--- src/rtl/cnn_pkg.sv ---
// Shared constants and types for the CNN front-end: frame geometry, pixel width
// and the loader state encoding.
package cnn_pkg;

  localparam int IMG_W   = 28;
  localparam int IMG_H   = 28;
  localparam int PIX_W   = 8;
  localparam int IMG_PIX = IMG_W * IMG_H;
  localparam int CNT_W   = $clog2(IMG_PIX);

  typedef enum logic [1:0] {
    LOAD,
    START,
    WAIT
  } loader_state_t;

endpackage

--- src/rtl/pix_binarize.sv ---
// Combinational threshold compare turning one grayscale pixel into a 1-bit sample.
module pix_binarize
  import cnn_pkg::*;
#(
  parameter logic [PIX_W-1:0] THRESH = PIX_W'(128)
) (
  input  logic [PIX_W-1:0] pix_i,
  output logic             bin_o
);

  assign bin_o = (pix_i >= THRESH);

endmodule

--- src/rtl/image_loader.sv ---
// Loads a raster-order grayscale frame, binarises it into a 1-bit frame store and
// hands it to the convolution engine with a begin/done handshake.
module image_loader
  import cnn_pkg::*;
#(
  parameter logic [PIX_W-1:0] THRESH = PIX_W'(128)
) (
  input  logic             clk,
  input  logic             rst,
  input  logic             pix_valid,
  output logic             pix_ready,
  input  logic [PIX_W-1:0] pix_data,
  input  logic             pix_last,
  output logic             image [0:IMG_PIX-1],
  output logic             begin_conv,
  input  logic             done_conv,
  output logic             busy,
  output logic             frame_err,
  output logic [15:0]      frame_cnt
);

  localparam logic [CNT_W-1:0] LAST_IDX = CNT_W'(IMG_PIX - 1);

  loader_state_t    state_q, state_d;
  logic [CNT_W-1:0] cnt_q, cnt_d;
  logic [15:0]      fcnt_q, fcnt_d;
  logic             drop_q, drop_d;
  logic             busy_q, busy_d;
  logic             err_q, err_d;
  logic             done_q;
  logic             ready_q;
  logic             begin_q;
  logic             img_q [0:IMG_PIX-1];
  logic             xfer;
  logic             wr_en;
  logic             pix_bit;

  pix_binarize #(
    .THRESH (THRESH)
  ) u_bin (
    .pix_i (pix_data),
    .bin_o (pix_bit)
  );

  assign xfer = pix_valid && ready_q;

  always_comb begin
    state_d = state_q;
    cnt_d   = cnt_q;
    fcnt_d  = fcnt_q;
    drop_d  = drop_q;
    busy_d  = busy_q;
    err_d   = 1'b0;
    wr_en   = 1'b0;
    unique case (state_q)
      LOAD: begin
        if (xfer) begin
          if (drop_q) begin
            // Tail of an over-long frame: swallow pixels until its last marker.
            if (pix_last) drop_d = 1'b0;
          end else begin
            wr_en  = 1'b1;
            busy_d = 1'b1;
            if (cnt_q == LAST_IDX) begin
              cnt_d = '0;
              if (pix_last) begin
                state_d = START;
              end else begin
                err_d  = 1'b1;
                drop_d = 1'b1;
              end
            end else if (pix_last) begin
              err_d  = 1'b1;
              cnt_d  = '0;
              busy_d = 1'b0;
            end else begin
              cnt_d = cnt_q + CNT_W'(1);
            end
          end
        end
      end
      START: state_d = WAIT;
      WAIT: begin
        if (done_conv && !done_q) begin
          fcnt_d  = fcnt_q + 16'd1;
          busy_d  = 1'b0;
          state_d = LOAD;
        end
      end
      default: state_d = LOAD;
    endcase
  end

  // Control registers; ready and begin are registered views of the next state.
  always_ff @(posedge clk or posedge rst) begin
    if (rst) begin
      state_q <= LOAD;
      cnt_q   <= '0;
      fcnt_q  <= '0;
      drop_q  <= 1'b0;
      busy_q  <= 1'b0;
      err_q   <= 1'b0;
      done_q  <= 1'b0;
      ready_q <= 1'b1;
      begin_q <= 1'b0;
    end else begin
      state_q <= state_d;
      cnt_q   <= cnt_d;
      fcnt_q  <= fcnt_d;
      drop_q  <= drop_d;
      busy_q  <= busy_d;
      err_q   <= err_d;
      done_q  <= done_conv;
      ready_q <= (state_d == LOAD);
      begin_q <= (state_d == START);
    end
  end

  // Frame store is flops so reset can clear it; only LOAD ever writes it.
  always_ff @(posedge clk or posedge rst) begin
    if (rst) begin
      img_q <= '{default: 1'b0};
    end else if (wr_en) begin
      img_q[cnt_q] <= pix_bit;
    end
  end

  assign image      = img_q;
  assign pix_ready  = ready_q;
  assign begin_conv = begin_q;
  assign busy       = busy_q;
  assign frame_err  = err_q;
  assign frame_cnt  = fcnt_q;

endmodule

--- config.mk ---
export PLATFORM = sky130hd
export DESIGN_NAME = image_loader
export DESIGN_NICKNAME = d
export VERILOG_FILES = /design/src/rtl/cnn_pkg.sv /design/src/rtl/pix_binarize.sv /design/src/rtl/image_loader.sv
export SDC_FILE = /design/constraint.sdc
export NUM_CORES = 2
export LEC_CHECK = 0
export ABC_CLOCK_PERIOD_IN_PS = 24600
export CAP_MARGIN = 10
export CORE_MARGIN = 4
export CORE_UTILIZATION = 35
export CTS_CLUSTER_SIZE = 20
export DETAILED_ROUTE_END_ITERATION = 6
export GPL_TIMING_DRIVEN = 0
export SLEW_MARGIN = 20
export SYNTH_ARGS = -nofsm -noshare
export SYNTH_HDL_FRONTEND = slang
export SYNTH_SLANG_ARGS = --single-unit
--- constraint.sdc ---
create_clock -name clk -period 24.6 [get_ports clk]
set_input_delay 3.69 -clock clk [delete_from_list [all_inputs] [get_ports clk]]
set_output_delay 3.69 -clock clk [all_outputs]
set_load 0.01 [all_outputs]
==> results.py <==
metrics = {
    "status": {
        "status": "finished, final reports clean",
    },
    "pwr": {
        "p_leak_nw": 23.20,
        "p_total_mw": 2.985,
        "cellPowerDensity_nw_per_um2": 58.97,
        "ir_worst_vdd_mv": 0.05797,
    },
    "synthesis": {
        "synth-adder-area-share": 0.002366,
        "synthMuxAreaShare": 0.2519,
        "synth-seq-cells": 818,
        "synth_edf_count": 0,
        "synthesis.nets": 2994,
        "syn_avg_cell_area_um2": 12.45,
        "synthFlopType": "dfrtp_1",
        "yosys_warnings": 0,
        "syn-cell-area_um2": 37030,
        "synth_xor_area_frac": 0.005204,
        "synth_top_family_by_area": "multiplexers",
        "yosysSeqAreaShare": 0.5529,
        "syn_inst": 2974,
        "async_reset_ff_frac": 1.000,
        "synth_compound_area_frac": 0.001960,
        "synth_cell_type_count": 57,
        "synth-simple-area-share": 0.1476,
    },
    "placement": {
        "place_hpwl_um": 105500,
        "numPortBuffers": 808,
        "dp_worst_setup_slack_ns": 18.24,
        "place.gp.congestion": 0.8342,
    },
    "worst_setup_path": {
        "r2r-start": "cnt_q[3]$_DFFE_PP0P_",
        "r2r_cells": 6,
        "critPathLaunchType": "input port",
        "cp_data_required_time_ns": 25.14,
        "cp.arrival_ns": 6.23,
        "crit_type": "input port to register",
        "r2r-end": "image[656]$_DFFE_PP0P_",
        "worst_setup_path_end_kind": "register",
        "cp_max_fo": 10,
        "reg2reg_slack_ns": 21.65,
    },
    "min_path": {
        "holdPathStages": 1,
        "hold_path.class": "register to register",
        "min_from": "frame_cnt[15]$_DFFE_PP0P_",
        "min_to": "frame_cnt[15]$_DFFE_PP0P_",
    },
    "grt": {
        "grt_first_pass_wirelength_um": 202400,
        "grt_max_degree": 34,
        "gr-total-overflow": 0,
        "antenna_found_initial": 6,
        "grt_usage": 0.2476,
        "grt_pass1_vias": 27630,
    },
    "timing": {
        "finalCriticalPeriod_ns": 5.686,
        "clock_skew_ns": 0.01861,
        "fin_crit_sh": 0.2312,
        "setup_tns_ns": 0,
        "rsz0062_at_grt": "no",
        "worst_slew_pin_slew_ns": 1.105,
        "setup-violations-final": 0,
        "whs_ns": 0.4623,
        "hold_violations": 0,
        "setup_slack_ns": 18.91,
        "max_freq_mhz": 175.9,
        "slew_viol_final": 0,
        "worst_slew_margin_rel": 0.2628,
    },
    "cts": {
        "cts_buffers": 94,
        "cts_hold_buf": 0,
        "path_clk_slew_ns": 0.06,
        "clock_latency_ns": 0.67,
        "cts_sinks": 818,
        "cts_post_setup_buffers_inserted": 0,
        "cts_resized": 0,
        "root_buffer": "clkbuf_16",
        "cts_buffer_depth": 3,
        "cts_tree": "built",
        "htree_levels": 3,
    },
    "finish": {
        "drive_gt1_frac": 0.2626,
        "area.growth.synth_to_final_pct": 36.70,
        "final_cell_mix": "817 x dfrtp_1, 808 x clkdlybuf4s50_1, 485 x mux2_2, 479 x nor2_1, 328 x nand2_1",
        "fin_util": 0.4815,
        "final_common_cell": "dfrtp_1",
        "final_nets": 3929,
    },
    "drt": {
        "route.met3.wl_um": 12810,
        "drcViolationCount": 0,
        "totalWireLength_um": 140400,
        "drtIter0Drc": 1282,
        "routedWlPerCell_um": 26.14,
        "postRouteAntennaNets": 0,
        "num_vias": 26510,
        "highest_layer": "met5",
        "drt_pre_antenna_iters": 5,
        "wl_met2_um": 69050,
        "via_per_inst": 4.935,
        "drt-met1-wl_um": 54520,
    },
    "floorplan": {
        "die_x_um": 333.3,
        "initial_core_util": 0.3522,
        "io_pins": 817,
        "core_um2": 105100,
        "die_area_um2": 111100,
        "die_h_um": 333.3,
        "placement_rows": 119,
    },
    "run": {
        "drv_cap": 0,
    },
}
worst max-delay path by stage:
stage | from | endpoint | slack, ns | cells after the start
after CTS | pix_ready$_DFF_PP1_ | pix_ready | 18.94 | 1
after global placement | rst | image[659]$_DFFE_PP0P_ | 3.60 | 2
after global routing | pix_valid | image[421]$_DFFE_PP0P_ | 18.89 | 7
after floorplan | rst | begin_conv$_DFF_PP0_ | 9.68 | 1
after detailed placement | pix_valid | image[449]$_DFFE_PP0P_ | 18.24 | 7
final | pix_valid | image[441]$_DFFE_PP0P_ | 18.91 | 7
stage by stage:
stage,instance area (um^2),std cells
after floorplan,37030,2974
after global placement,46860,5173
after detailed placement,47520,5204
after CTS,50610,5371
after global routing,50610,5371
final,50610,5372
sequential cells by signal (all words and copies together), names as in the netlist:
name        flops
drop_q          1
begin_conv      1
image         784
done_q          1
frame_cnt      16
busy            1
pix_ready       1
state_q         2
cnt_q          10
frame_err       1
cells by family after synthesis:
logic type / count (synthesis)
flip-flops: 818
adder cells (fa/ha/maj): 7
multiplexers: 783
buffers and inverters: 247
AO/OA/AOI/OAI: 12
AND/OR/NAND/NOR: 1085
XOR/XNOR: 22
critical path: stages:
cell	delay [ns]
clkdlybuf4s50_1	0.49
and4bb_1	0.27
nand3_2	0.56
buf_2	0.44
buf_2	0.26
nor2_1	0.15
mux2_2	0.34
final cells by class:
type                       count  area, um^2
antenna                        1       2.502
buffer                       238        1376
clock buffer                 143        2860
clock inverter                24       234.0
fill                        9651       54500
inverter                       9       37.54
multi-input combinational   1909       15150
sequential                   818       20470
tap                         1391        1740
timing repair buffer         839        8746
synth_stat cells (4+ instances only):
cell type    n  area, um^2
nor3_4      38       618.1
dfrtp_1    817       20440
nand3_4     12       210.2
nor2_1     479        1798
nor3_1       7       35.03
nand4_1      5       31.28
mux2_4     136        2042
nor3_2      29       290.3
o21ai_0      5       25.02
and3_1      23       143.9
buf_4       18       135.1
clkbuf_1    96       360.4
buf_6       40       450.4
nand3_2     12       120.1
buf_1        5       18.77
xor2_1       8       70.07
ha_1         7       87.58
xnor2_1     14       122.6
nor4_1       5       31.28
mux2_2     485        5461
mux2_1     161        1813
nor2b_1      4       25.02
nand2_1    328        1231
nand3_1    106       530.5
inv_1        8       30.03
buf_2       76       380.4
metal layers:
layer  up-vias  global-route usage
met5         -                   0
met4         2             0.06649
met3       174             0.09181
met2       802              0.4243
met1     13590              0.2931
li1      11940                   -
report_power, final:
part           internal, mW  switching [mW]
registers              1.35         0.00460
logic                0.0580           0.156
clock network         0.830           0.583
(Power assumes the default switching activity.)
